`config.mk`:
```
export PLATFORM = sky130hd
export DESIGN_NAME = par_r_demux_s2m_flat
export DESIGN_NICKNAME = d
export VERILOG_FILES = /design/src/rtl/par_r_demux_s2m_pkg.sv /design/src/rtl/par_r_demux_s2m_if.sv /design/src/rtl/par_r_demux_s2m_r_skid_buf.sv /design/src/rtl/par_r_demux_s2m.sv /design/src/flat_wrapper.sv
export SDC_FILE = /design/constraint.sdc
export NUM_CORES = 1
export LEC_CHECK = 0
export ABC_AREA = 0
export CAP_MARGIN = 20
export CORE_MARGIN = 3
export CORE_UTILIZATION = 44
export DETAILED_ROUTE_END_ITERATION = 10
export PLACE_DENSITY = 0.82
export SETUP_SLACK_MARGIN = 0.02
export SYNTH_ARGS = -nofsm -noshare
export SYNTH_HDL_FRONTEND = slang
export SYNTH_SLANG_ARGS = --single-unit
export TNS_END_PERCENT = 5
```
`constraint.sdc`:
```
create_clock -name ACLK -period 2.95 [get_ports ACLK]
set_clock_uncertainty 0.1 [all_clocks]
set_input_delay 0.4425 -clock ACLK [delete_from_list [all_inputs] [get_ports ACLK]]
set_output_delay 0.4425 -clock ACLK [all_outputs]
set_load 0.05 [all_outputs]
```
`src/rtl/par_r_demux_s2m_pkg.sv`:
```
// Shared AXI read-path constants, read-channel state encoding and the R beat
// payload carried through the skid buffer.
package par_r_demux_s2m_pkg;

  localparam int AXI_IDS_BITS  = 8;
  localparam int AXI_ID_BITS   = 4;
  localparam int AXI_LEN_BITS  = 4;
  localparam int AXI_DATA_BITS = 32;
  localparam int MST_BITS      = AXI_IDS_BITS - AXI_ID_BITS;

  typedef enum logic [1:0] {
    READSTATE_IDLE    = 2'd0,
    READSTATE_ARTRANS = 2'd1,
    READSTATE_RTRANS  = 2'd2
  } read_state_e;

  typedef struct packed {
    logic [AXI_IDS_BITS-1:0]  rid;
    logic [AXI_DATA_BITS-1:0] rdata;
    logic [1:0]               rresp;
    logic                     rlast;
  } r_beat_t;

endpackage

```
`src/rtl/par_r_demux_s2m_if.sv`:
```
// Bundle of the slave-side AR handshake, slave R channels and master R channels
// around the read-data return demux.
// Valid/ready: a beat transfers on a rising clock edge where both valid and ready
// are high; a source never makes valid depend on ready.
interface par_r_demux_s2m_if #(
  parameter int MasterCount = 2,
  parameter int SlaveCount  = 3
);
  import par_r_demux_s2m_pkg::*;

  logic                          ARVALID;
  logic                          ARREADY;
  logic [AXI_IDS_BITS-1:0]       ARID;
  logic [AXI_LEN_BITS-1:0]       ARLEN;
  logic [SlaveCount-1:0]         ARsel_Slave;
  read_state_e                   state;

  logic [SlaveCount-1:0][AXI_IDS_BITS-1:0]   RID_S;
  logic [SlaveCount-1:0][AXI_DATA_BITS-1:0]  RDATA_S;
  logic [SlaveCount-1:0][1:0]                RRESP_S;
  logic [SlaveCount-1:0]                     RLAST_S;
  logic [SlaveCount-1:0]                     RVALID_S;
  logic [SlaveCount-1:0]                     RREADY_S;

  logic [MasterCount-1:0][AXI_ID_BITS-1:0]   RID_M;
  logic [MasterCount-1:0][AXI_DATA_BITS-1:0] RDATA_M;
  logic [MasterCount-1:0][1:0]               RRESP_M;
  logic [MasterCount-1:0]                    RLAST_M;
  logic [MasterCount-1:0]                    RVALID_M;
  logic [MasterCount-1:0]                    RREADY_M;

  logic                          rlast_err;
  logic                          id_err;

  // slave: the demux itself; master: the surrounding fabric/bench driving it
  modport slave (
    input  ARVALID, ARREADY, ARID, ARLEN, ARsel_Slave,
    input  RID_S, RDATA_S, RRESP_S, RLAST_S, RVALID_S, RREADY_M,
    output state, RREADY_S, RID_M, RDATA_M, RRESP_M, RLAST_M, RVALID_M,
    output rlast_err, id_err
  );

  modport master (
    output ARVALID, ARREADY, ARID, ARLEN, ARsel_Slave,
    output RID_S, RDATA_S, RRESP_S, RLAST_S, RVALID_S, RREADY_M,
    input  state, RREADY_S, RID_M, RDATA_M, RRESP_M, RLAST_M, RVALID_M,
    input  rlast_err, id_err
  );

endinterface

```
`src/rtl/par_r_demux_s2m_r_skid_buf.sv`:
```
// Two-entry skid buffer: full throughput with one cycle of downstream stall
// absorbed. Push is ignored when full, pop when empty.
module r_skid_buf #(
  parameter int W = 8
) (
  input  logic         clk_i,
  input  logic         rst_i,
  input  logic         push_i,
  input  logic [W-1:0] din_i,
  input  logic         pop_i,
  output logic [W-1:0] dout_o,
  output logic [1:0]   count_o
);

  logic [1:0][W-1:0] mem_q;
  logic              wr_ptr_q, rd_ptr_q;
  logic [1:0]        count_q, count_d;
  logic              do_push, do_pop;

  always_comb begin
    do_push = push_i && (count_q != 2'd2);
    do_pop  = pop_i && (count_q != 2'd0);
    count_d = count_q + 2'(do_push) - 2'(do_pop);
  end

  always_ff @(posedge clk_i) begin
    if (rst_i) begin
      mem_q    <= '0;
      wr_ptr_q <= 1'b0;
      rd_ptr_q <= 1'b0;
      count_q  <= 2'd0;
    end else begin
      if (do_push) begin
        mem_q[wr_ptr_q] <= din_i;
        wr_ptr_q        <= ~wr_ptr_q;
      end
      if (do_pop) rd_ptr_q <= ~rd_ptr_q;
      count_q <= count_d;
    end
  end

  assign dout_o  = mem_q[rd_ptr_q];
  assign count_o = count_q;

endmodule

```
`src/rtl/par_r_demux_s2m.sv`:
```
// Read-data return path: tracks the read-channel state, pulls R beats from the
// captured slave through a skid buffer and returns them to the originating master.
module par_r_demux_s2m
  import par_r_demux_s2m_pkg::*;
#(
  parameter int MasterCount = 2,
  parameter int SlaveCount  = 3
) (
  input  logic              ACLK,
  input  logic              ARESET,
  par_r_demux_s2m_if.slave  bus
);

  read_state_e              state_q, state_d;
  logic [SlaveCount-1:0]    sel_s_q, sel_s_d;
  logic [MST_BITS-1:0]      mst_q, mst_d;
  logic [AXI_LEN_BITS-1:0]  len_q, len_d;
  logic [AXI_IDS_BITS-1:0]  id_q, id_d;
  logic [AXI_LEN_BITS-1:0]  pull_cnt_q, pull_cnt_d;
  logic [AXI_LEN_BITS-1:0]  pop_cnt_q, pop_cnt_d;
  logic                     push_done_q, push_done_d;
  logic                     rlast_err_q, rlast_err_d;
  logic                     id_err_q, id_err_d;

  r_beat_t    sel_beat, head;
  logic       sel_rvalid, mst_rready, bad_idx;
  logic       rready_en, push, pop, last_pop, ar_hs;
  logic [1:0] count;

  r_skid_buf #(.W($bits(r_beat_t))) u_skid (
    .clk_i   (ACLK),
    .rst_i   (ARESET),
    .push_i  (push),
    .din_i   (sel_beat),
    .pop_i   (pop),
    .dout_o  (head),
    .count_o (count)
  );

  // Slave/master selection and handshake qualifiers
  always_comb begin
    sel_beat   = '0;
    sel_rvalid = 1'b0;
    for (int s = 0; s < SlaveCount; s++) begin
      if (sel_s_q[s]) begin
        sel_beat.rid   = bus.RID_S[s];
        sel_beat.rdata = bus.RDATA_S[s];
        sel_beat.rresp = bus.RRESP_S[s];
        sel_beat.rlast = bus.RLAST_S[s];
        sel_rvalid     = bus.RVALID_S[s];
      end
    end
    mst_rready = 1'b0;
    for (int m = 0; m < MasterCount; m++) begin
      if (mst_q == MST_BITS'(m)) mst_rready = bus.RREADY_M[m];
    end
    bad_idx   = int'(mst_q) >= MasterCount;
    rready_en = (state_q == READSTATE_RTRANS) && (count != 2'd2) && !push_done_q;
    push      = rready_en && sel_rvalid;
    // A bad master index drains the buffer unconditionally so the slave completes
    pop       = (count != 2'd0) && (bad_idx || mst_rready);
    last_pop  = pop && (pop_cnt_q == len_q);
    ar_hs     = ((state_q == READSTATE_IDLE) && bus.ARVALID && bus.ARREADY) ||
                ((state_q == READSTATE_ARTRANS) && bus.ARREADY);
  end

  always_comb begin
    state_d = state_q;
    unique case (state_q)
      READSTATE_IDLE:    if (bus.ARVALID) state_d = bus.ARREADY ? READSTATE_RTRANS
                                                                : READSTATE_ARTRANS;
      READSTATE_ARTRANS: if (bus.ARREADY) state_d = READSTATE_RTRANS;
      READSTATE_RTRANS:  if (last_pop)    state_d = READSTATE_IDLE;
      default:           state_d = READSTATE_IDLE;
    endcase
  end

  always_comb begin
    sel_s_d     = sel_s_q;
    mst_d       = mst_q;
    len_d       = len_q;
    id_d        = id_q;
    pull_cnt_d  = pull_cnt_q;
    pop_cnt_d   = pop_cnt_q;
    push_done_d = push_done_q;
    rlast_err_d = rlast_err_q;
    id_err_d    = id_err_q;
    if (ar_hs) begin
      sel_s_d     = bus.ARsel_Slave;
      mst_d       = bus.ARID[AXI_IDS_BITS-1:AXI_ID_BITS];
      len_d       = bus.ARLEN;
      id_d        = bus.ARID;
      pull_cnt_d  = '0;
      pop_cnt_d   = '0;
      push_done_d = 1'b0;
      if (int'(bus.ARID[AXI_IDS_BITS-1:AXI_ID_BITS]) >= MasterCount) id_err_d = 1'b1;
    end
    if (push) begin
      pull_cnt_d = pull_cnt_q + 1'b1;
      if (pull_cnt_q == len_q) push_done_d = 1'b1;
      if (sel_beat.rlast != (pull_cnt_q == len_q)) rlast_err_d = 1'b1;
      if (sel_beat.rid != id_q) id_err_d = 1'b1;
    end
    if (pop) pop_cnt_d = pop_cnt_q + 1'b1;
  end

  always_ff @(posedge ACLK) begin
    if (ARESET) begin
      state_q     <= READSTATE_IDLE;
      sel_s_q     <= '0;
      mst_q       <= '0;
      len_q       <= '0;
      id_q        <= '0;
      pull_cnt_q  <= '0;
      pop_cnt_q   <= '0;
      push_done_q <= 1'b0;
      rlast_err_q <= 1'b0;
      id_err_q    <= 1'b0;
    end else begin
      state_q     <= state_d;
      sel_s_q     <= sel_s_d;
      mst_q       <= mst_d;
      len_q       <= len_d;
      id_q        <= id_d;
      pull_cnt_q  <= pull_cnt_d;
      pop_cnt_q   <= pop_cnt_d;
      push_done_q <= push_done_d;
      rlast_err_q <= rlast_err_d;
      id_err_q    <= id_err_d;
    end
  end

  // RLAST_M follows our own beat count, not the slave's RLAST
  always_comb begin
    for (int m = 0; m < MasterCount; m++) begin
      bus.RID_M[m]    = head.rid[AXI_ID_BITS-1:0];
      bus.RDATA_M[m]  = head.rdata;
      bus.RRESP_M[m]  = head.rresp;
      bus.RLAST_M[m]  = (count != 2'd0) && (pop_cnt_q == len_q);
      bus.RVALID_M[m] = (count != 2'd0) && !bad_idx && (mst_q == MST_BITS'(m));
    end
  end

  assign bus.state     = state_q;
  assign bus.RREADY_S  = sel_s_q & {SlaveCount{rready_en}};
  assign bus.rlast_err = rlast_err_q;
  assign bus.id_err    = id_err_q;

endmodule

```
`src/flat_wrapper.sv`:
```
// flat-port wrapper written by rule: the top's interface ports become plain ports
module par_r_demux_s2m_flat import par_r_demux_s2m_pkg::*;
#(
  parameter int MasterCount = 2,
  parameter int SlaveCount  = 3
)
  (ACLK, ARESET, bus_ARVALID, bus_ARREADY, bus_ARID, bus_ARLEN, bus_ARsel_Slave, bus_RID_S, bus_RDATA_S, bus_RRESP_S, bus_RLAST_S, bus_RVALID_S, bus_RREADY_M, bus_state, bus_RREADY_S, bus_RID_M, bus_RDATA_M, bus_RRESP_M, bus_RLAST_M, bus_RVALID_M, bus_rlast_err, bus_id_err);
  par_r_demux_s2m_if #(.MasterCount(MasterCount), .SlaveCount(SlaveCount)) bus_i ();
  input  logic ACLK;
  input  logic ARESET;
  input wire logic [$bits(bus_i.ARVALID)-1:0] bus_ARVALID;
  input wire logic [$bits(bus_i.ARREADY)-1:0] bus_ARREADY;
  input wire logic [$bits(bus_i.ARID)-1:0] bus_ARID;
  input wire logic [$bits(bus_i.ARLEN)-1:0] bus_ARLEN;
  input wire logic [$bits(bus_i.ARsel_Slave)-1:0] bus_ARsel_Slave;
  input wire logic [$bits(bus_i.RID_S)-1:0] bus_RID_S;
  input wire logic [$bits(bus_i.RDATA_S)-1:0] bus_RDATA_S;
  input wire logic [$bits(bus_i.RRESP_S)-1:0] bus_RRESP_S;
  input wire logic [$bits(bus_i.RLAST_S)-1:0] bus_RLAST_S;
  input wire logic [$bits(bus_i.RVALID_S)-1:0] bus_RVALID_S;
  input wire logic [$bits(bus_i.RREADY_M)-1:0] bus_RREADY_M;
  output wire logic [$bits(bus_i.state)-1:0] bus_state;
  output wire logic [$bits(bus_i.RREADY_S)-1:0] bus_RREADY_S;
  output wire logic [$bits(bus_i.RID_M)-1:0] bus_RID_M;
  output wire logic [$bits(bus_i.RDATA_M)-1:0] bus_RDATA_M;
  output wire logic [$bits(bus_i.RRESP_M)-1:0] bus_RRESP_M;
  output wire logic [$bits(bus_i.RLAST_M)-1:0] bus_RLAST_M;
  output wire logic [$bits(bus_i.RVALID_M)-1:0] bus_RVALID_M;
  output wire logic [$bits(bus_i.rlast_err)-1:0] bus_rlast_err;
  output wire logic [$bits(bus_i.id_err)-1:0] bus_id_err;
  assign bus_i.ARVALID = bus_ARVALID;
  assign bus_i.ARREADY = bus_ARREADY;
  assign bus_i.ARID = bus_ARID;
  assign bus_i.ARLEN = bus_ARLEN;
  assign bus_i.ARsel_Slave = bus_ARsel_Slave;
  assign bus_i.RID_S = bus_RID_S;
  assign bus_i.RDATA_S = bus_RDATA_S;
  assign bus_i.RRESP_S = bus_RRESP_S;
  assign bus_i.RLAST_S = bus_RLAST_S;
  assign bus_i.RVALID_S = bus_RVALID_S;
  assign bus_i.RREADY_M = bus_RREADY_M;
  assign bus_state = bus_i.state;
  assign bus_RREADY_S = bus_i.RREADY_S;
  assign bus_RID_M = bus_i.RID_M;
  assign bus_RDATA_M = bus_i.RDATA_M;
  assign bus_RRESP_M = bus_i.RRESP_M;
  assign bus_RLAST_M = bus_i.RLAST_M;
  assign bus_RVALID_M = bus_i.RVALID_M;
  assign bus_rlast_err = bus_i.rlast_err;
  assign bus_id_err = bus_i.id_err;
  par_r_demux_s2m #(.MasterCount(MasterCount), .SlaveCount(SlaveCount)) u_core (.ACLK(ACLK), .ARESET(ARESET), .bus(bus_i));
endmodule
```
Word-level counts from Yosys, hierarchy flattened
Index checks and enable logic that the tools add are counted.
{"block": "op_classes", "n_shift": 0, "n_lt_le_gt_ge": 5, "eq_ne": 11, "addsub": 4, "reduce_logical": 26, "n_mul": 0, "n_mux": 28, "div_mod_pow": 0, "bitwise": 3}
{"operator": "43-bit two-way mux", "n": 4}
{"operator": "86-bit bitwise mux", "n": 1}
{"operator": "39-bit two-way mux", "n": 2}
{"operator": "43-bit demux with 1-bit select", "n": 1}
{"operator": "1-bit logical AND", "n": 15}
{"operator": "1-bit two-way mux", "n": 12}
{"operator": "4-bit two-way mux", "n": 3}
{"operator": "4-bit by 1-bit adder with 4-bit output, second input constant", "n": 2}
{"operator": "4-bit equality test", "n": 2}
{"operator": "4-bit by 2-bit greater-or-equal comparator with 1-bit output, second input constant", "n": 2}
{"operator": "2-bit two-way mux", "n": 4}
{"operator": "8-bit != test", "n": 1}
{"operator": "2-bit != test, second input constant", "n": 3}
{"operator": "2-bit one-hot mux with 3 select lines", "n": 1}
{"operator": "2-bit nonzero test", "n": 3}
{"operator": "4-bit by 1-bit equality test with 1-bit output, second input constant", "n": 1}
{"operator": "4-bit zero test", "n": 1}
{"operator": "1-bit by 2-bit less-than comparator with 1-bit output, second input constant", "n": 2}
{"operator": "3-bit AND", "n": 1}
{"operator": "3-bit AND reduction", "n": 1}
{"operator": "2-bit by 1-bit adder with 2-bit output", "n": 1}
{"operator": "2-bit by 1-bit equality test with 1-bit output, second input constant", "n": 1}
{"operator": "2-bit equality test, second input constant", "n": 1}
{"operator": "1-bit zero test", "n": 2}
{"operator": "other kinds (8)", "n": 10}
{"block": "totals", "latchBits": 0, "out_inout_bits": 87, "register_bits": 122, "mem_count": 0, "ramBits": 0, "input_bits": 153, "rom_bits": 0, "word_cells": 92}

Logic depth before layout (Yosys ltp)
{"block": "depth", "word_depth": 8, "ltp_mapped": 12, "depth_no_buf": 10}

Cells and area by module
Synthesis repeated with hierarchy kept, for this count alone.
{"block": "unflattened", "cells_unflattened": 855, "hier_area_um2": 7035.5}
{"module": "r_skid_buf", "area_per_inst_um2": 4281.6, "cells_per_inst": 448, "n_inst": 1, "seq_area_each_um2": 1801.7}
{"module": "par_r_demux_s2m", "area_per_inst_um2": 2753.9, "cells_per_inst": 407, "n_inst": 1, "seq_area_each_um2": 560.5}

Worst setup path before layout
OpenSTA, ideal clock, no wires.
{"block": "synth_timing", "kind": "reg-to-reg", "from": "register u_core.state_q[1] (netlist: u_core.bus.state[1])", "to": "register u_core.u_skid.count_q[1] (netlist: u_core.u_skid.count_o[1])", "setup_ps": 128, "stages_incl_launch_ff": 12, "setup_slack_ps": 511, "synth_period_minus_slack_ps": 2439, "arrival_time_ps": 2211, "t_required_ps": 2722, "path_buffers": 1, "cell_sequence": "dfxtp_1 > nor2b_1 > nor3b_2 > and3_1 > buf_4 > inv_2 > ha_1 > inv_1 > ha_1 > xor2_1 > xnor2_1 > nor2_1"}
{"block": "synth_via", "elab_chain_cells": 7}
{"item": "from (decl)", "line": "par_r_demux_s2m.sv:14", "text": "read_state_e state_q, state_d;"}
{"item": "from (signal assigned)", "line": "par_r_demux_s2m.sv:120", "text": "state_q <= state_d;"}
{"item": "2-bit equality test", "line": "par_r_demux_s2m.sv:58", "text": "rready_en = (state_q == READSTATE_RTRANS) && (count != 2'd2) && !push_done_q;"}
{"item": "1-bit logical AND (2 in a row)", "line": "par_r_demux_s2m.sv:58"}
{"item": "1-bit logical AND", "line": "par_r_demux_s2m.sv:59", "text": "push = rready_en && sel_rvalid;"}
{"item": "1-bit logical AND", "line": "par_r_demux_s2m_r_skid_buf.sv:21", "text": "do_push = push_i && (count_q != 2'd2);"}
{"item": "2-bit by 1-bit adder with 2-bit output", "line": "par_r_demux_s2m_r_skid_buf.sv:23", "text": "count_d = count_q + 2'(do_push) - 2'(do_pop);"}
{"item": "2-bit by 1-bit subtractor with 2-bit output", "line": "par_r_demux_s2m_r_skid_buf.sv:23"}
{"item": "to (signal assigned)", "line": "par_r_demux_s2m_r_skid_buf.sv:38", "text": "count_q <= count_d;"}
{"item": "to (decl)", "line": "par_r_demux_s2m_r_skid_buf.sv:17", "text": "logic [1:0] count_q, count_d;"}
Every way passes these cells.
A chain may end at the register's enable or synchronous reset.

Final worst setup path
{"block": "layout_timing", "from": "register u_core.state_q[1] (netlist: u_core.bus.state[1])", "to": "output port bus_RREADY_S[0]"}
{"block": "layout_via", "elab_chain_cells": 4}
{"item": "2-bit equality test", "line": "par_r_demux_s2m.sv:58"}
{"item": "1-bit logical AND (2 in a row)", "line": "par_r_demux_s2m.sv:58"}
{"item": "3-bit AND", "line": "par_r_demux_s2m.sv:145", "text": "assign bus.RREADY_S = sel_s_q & {SlaveCount{rready_en}};"}
{"item": "to (decl)", "line": "flat_wrapper.sv:23", "text": "output wire logic [$bits(bus_i.RREADY_S)-1:0] bus_RREADY_S;"}
Every way passes these cells.

==> results.toml <==
[placement]
place_congestion = 0.889
dp.cells = 1103
dp_hpwl_um = 12300
port_buffers = 239
placed_area_um2 = 8080

[timing]
worst_slew_pin_slew_ns = 0.936
slew_viol_final = 0
fmax_mhz = 367
rsz0062_at_grt = "no"
slew_headroom = 0.375
final_hold_viol_count = 0
min_period_ns = 2.72
finalCritPeriodShare = 0.924
setup_tns_ns = 0
setup_violations = 0

[grt]
track_usage = 0.225
grt_pass1_vias = 5501
grt_max_degree = 68
grt_overflow = 0
grt_first_pass_wirelength_um = 27000
antenna_found_initial = 0

[logic_synthesis]
syn_area_per_cell_um2 = 7.58
ys_seq_area_frac = 0.368
netlist_top_cells_area = "dfxtp_1 37%, nand2_1 15%, a21oi_1 8.9%"
yosysUniqueCellTypes = 45
synth.most_common_cell = "nand2_1"
synth-edff-count = 0
yosysTopAreaCell = "dfxtp_1"
yosys_register_bits = 108
ys.warnings.count = 0
synth-async-reset-ratio = 0
yosysTopAreaCellShare = 0.368
ys.flop_type = "dfxtp_1"
yosys-top-cells-count = "228 x nand2_1, 108 x dfxtp_1, 104 x a21oi_1"
synth_cells = 775
syn_area_um2 = 5870
synth_nets = 932

[floorplanning]
die-area_um2 = 14800
rows = 41
initial_core_util = 0.458
core_area_um2 = 12800
die_w_um = 122
ios = 240
die_height_um = 122

[clocking]
cts.root.buffer_cell = "clkbuf_16"
clockBufferDepth = 2
ctsHtreeMaxLevel = 3
cts_resized = 0
clock_latency_ns = 0.34
hold_buffers = 0
cts_setup_buffers = 0
cts_tree = "yes"
numCtsBuffers = 9
cts_sinks = 108
clkTransAtPathRegs_ns = 0.07

[power]
total_power_w = 0.00368
power_frac_seq = 0.420
switching_share = 0.285
clkPwrFrac = 0.321
intPower_w = 0.00263
peakVddDrop_mv = 0.246
p_sw_w = 0.00105
p_leak_nw = 2.90
powerDensity_nw_per_um2 = 440
power_frac_comb = 0.258

[setup_path]
reg2reg_from = "u_core.bus.state[1]"
crit_end = "bus_RREADY_S[0]"
required_ns = 2.41
reg2reg_slack_ns = 0.47
cp-start-kind = "flip-flop"
end_kind = "primary output"
cp_max_fo = 4
r2r_cells = 7
crit_type = "reg -> out"
timing.rr.end = "u_core.u_skid.mem_q[4]"
crit_start = "u_core.bus.state[1]"
crit_arrival_ns = 2.18

[detailed_routing]
num_vias = 5778
dr.pass1.iters = 4
drtAntennaViolNets = 0
routed_wl_um = 17100
wl_per_cell_um = 15.3
via_per_inst = 5.17
drc = 0
drtIter0Drc = 437

[layout]
fillers = 1125
antennaDiodeCount = 0
instances_no_fill = 1118
multi_input_area_um2 = 3130
final_cell_area_um2 = 8360
final_nets = 1099
syn_to_final_growth_pct = 42.4
seq_area_um2 = 2170
drive_gt1_frac = 0.0835

[outcome]
status = "finished clean"

[min_path]
hp-class = "reg -> reg"

[run]
cap_violations = 0
## cell families (layout without fill, tap and decap cells)
| logic type | count (synthesis) | after routing | synth area share |
|---|---|---|---|
| simple gates | 287 | 287 | 0.204 |
| compound gates | 199 | 199 | 0.192 |
| mux | 39 | 39 | 0.0746 |
| buf+inv | 103 | 274 | 0.101 |
| flops | 108 | 108 | 0.368 |
| fa+ha+maj | 4 | 4 | 0.00852 |
| xor+xnor | 35 | 35 | 0.0522 |
## registers in the layout, summed over array words and instances (netlist names)
register                cells
u_core.u_skid.count_o       2
u_core.pop_cnt_q            4
u_core.bus.state            2
u_core.len_q                4
u_core.push_done_q          1
u_core.bus.id_err           1
u_core.u_skid.wr_ptr_q      1
u_core.u_skid.mem_q        76
u_core.bus.rlast_err        1
u_core.id_q                 8
u_core.u_skid.rd_ptr_q      1
u_core.pull_cnt_q           4
u_core.sel_s_q              3
## worst min path at each step
stage	cells after the start	slack (ns)	from	to
after global placement	2	0.34	u_core.u_skid.mem_q[10]	u_core.u_skid.mem_q[10]
after detailed placement	2	0.34	u_core.u_skid.mem_q[73]	u_core.u_skid.mem_q[73]
final	2	0.35	u_core.u_skid.mem_q[34]	u_core.u_skid.mem_q[34]
after global routing	2	0.37	u_core.u_skid.mem_q[79]	u_core.u_skid.mem_q[79]
after CTS	2	0.35	u_core.u_skid.mem_q[79]	u_core.u_skid.mem_q[79]
after floorplan	2	0.33	u_core.u_skid.mem_q[44]	u_core.u_skid.mem_q[44]
## through the flow
step / utilization / setup slack [ns] / hold WS, ns
6_report: 0.652 / 0.225 / 0.351
5_1_grt: 0.652 / 0.0883 / 0.369
4_1_cts: 0.652 / 0.211 / 0.353
3_5_place_dp: 0.630 / 0.279 / 0.343
3_3_place_gp: 0.630 / 0.355 / 0.339
2_1_floorplan: - / 0.511 / 0.333
## power by group through the flow
stage / Clock [W] / Sequential [W] / Combinational, W
floorplan: 0 / 0.00157 / 0.000566
global placement: 0 / 0.00158 / 0.000942
global route: 0.00126 / 0.00155 / 0.00102
CTS: 0.00121 / 0.00155 / 0.000955
detailed placement: 0 / 0.00158 / 0.000950
finish: 0.00118 / 0.00155 / 0.000951
## final cells by class
cell class | count | area share
Clock buffer | 13 | 0.0299
Clock inverter | 2 | 0.00419
Inverter | 3 | 0.00135
Sequential cell | 108 | 0.259
Multi-Input combinational cell | 564 | 0.374
Tap cell | 172 | 0.0257
Timing Repair Buffer | 256 | 0.306
## per-layer routing
layer | global-route usage | share of wire | vias to the layer above
met5 | 0 | 0 | -
met4 | 0.0567 | 0.014 | 0
met3 | 0.0436 | 0.059 | 17
met2 | 0.403 | 0.51 | 195
met1 | 0.277 | 0.41 | 2656
li1 | - | - | 2910
## layout by cell type, fill, tap and decap left out, types with 2 or more instances in the layout
cell type	synthesis	final
and2_1	5	5
nor2b_1	4	4
buf_12	0	3
nand2_1	228	228
or3_1	2	2
buf_4	45	15
clkbuf_1	36	3
nor2_1	19	18
a21oi_1	104	104
nand3b_1	2	2
o21ai_0	46	46
ha_1	4	4
nor4_1	5	5
dfxtp_1	108	105
nand3_1	6	6
mux2_2	38	38
xor2_1	18	18
a22oi_1	41	41
nor3_1	3	3
clkbuf_16	0	9
xnor2_1	17	17
dfxtp_2	0	3
nand4_1	2	2
clkdlybuf4s50_1	0	238
## critical path: stages, from the launching register on
cell             delay [ns]
dfxtp_1                0.38
nor2b_1                0.22
nor3b_2                0.27
and2_1                 0.16
clkdlybuf4s50_1        0.81
Power figures use the tool's default switching activity.
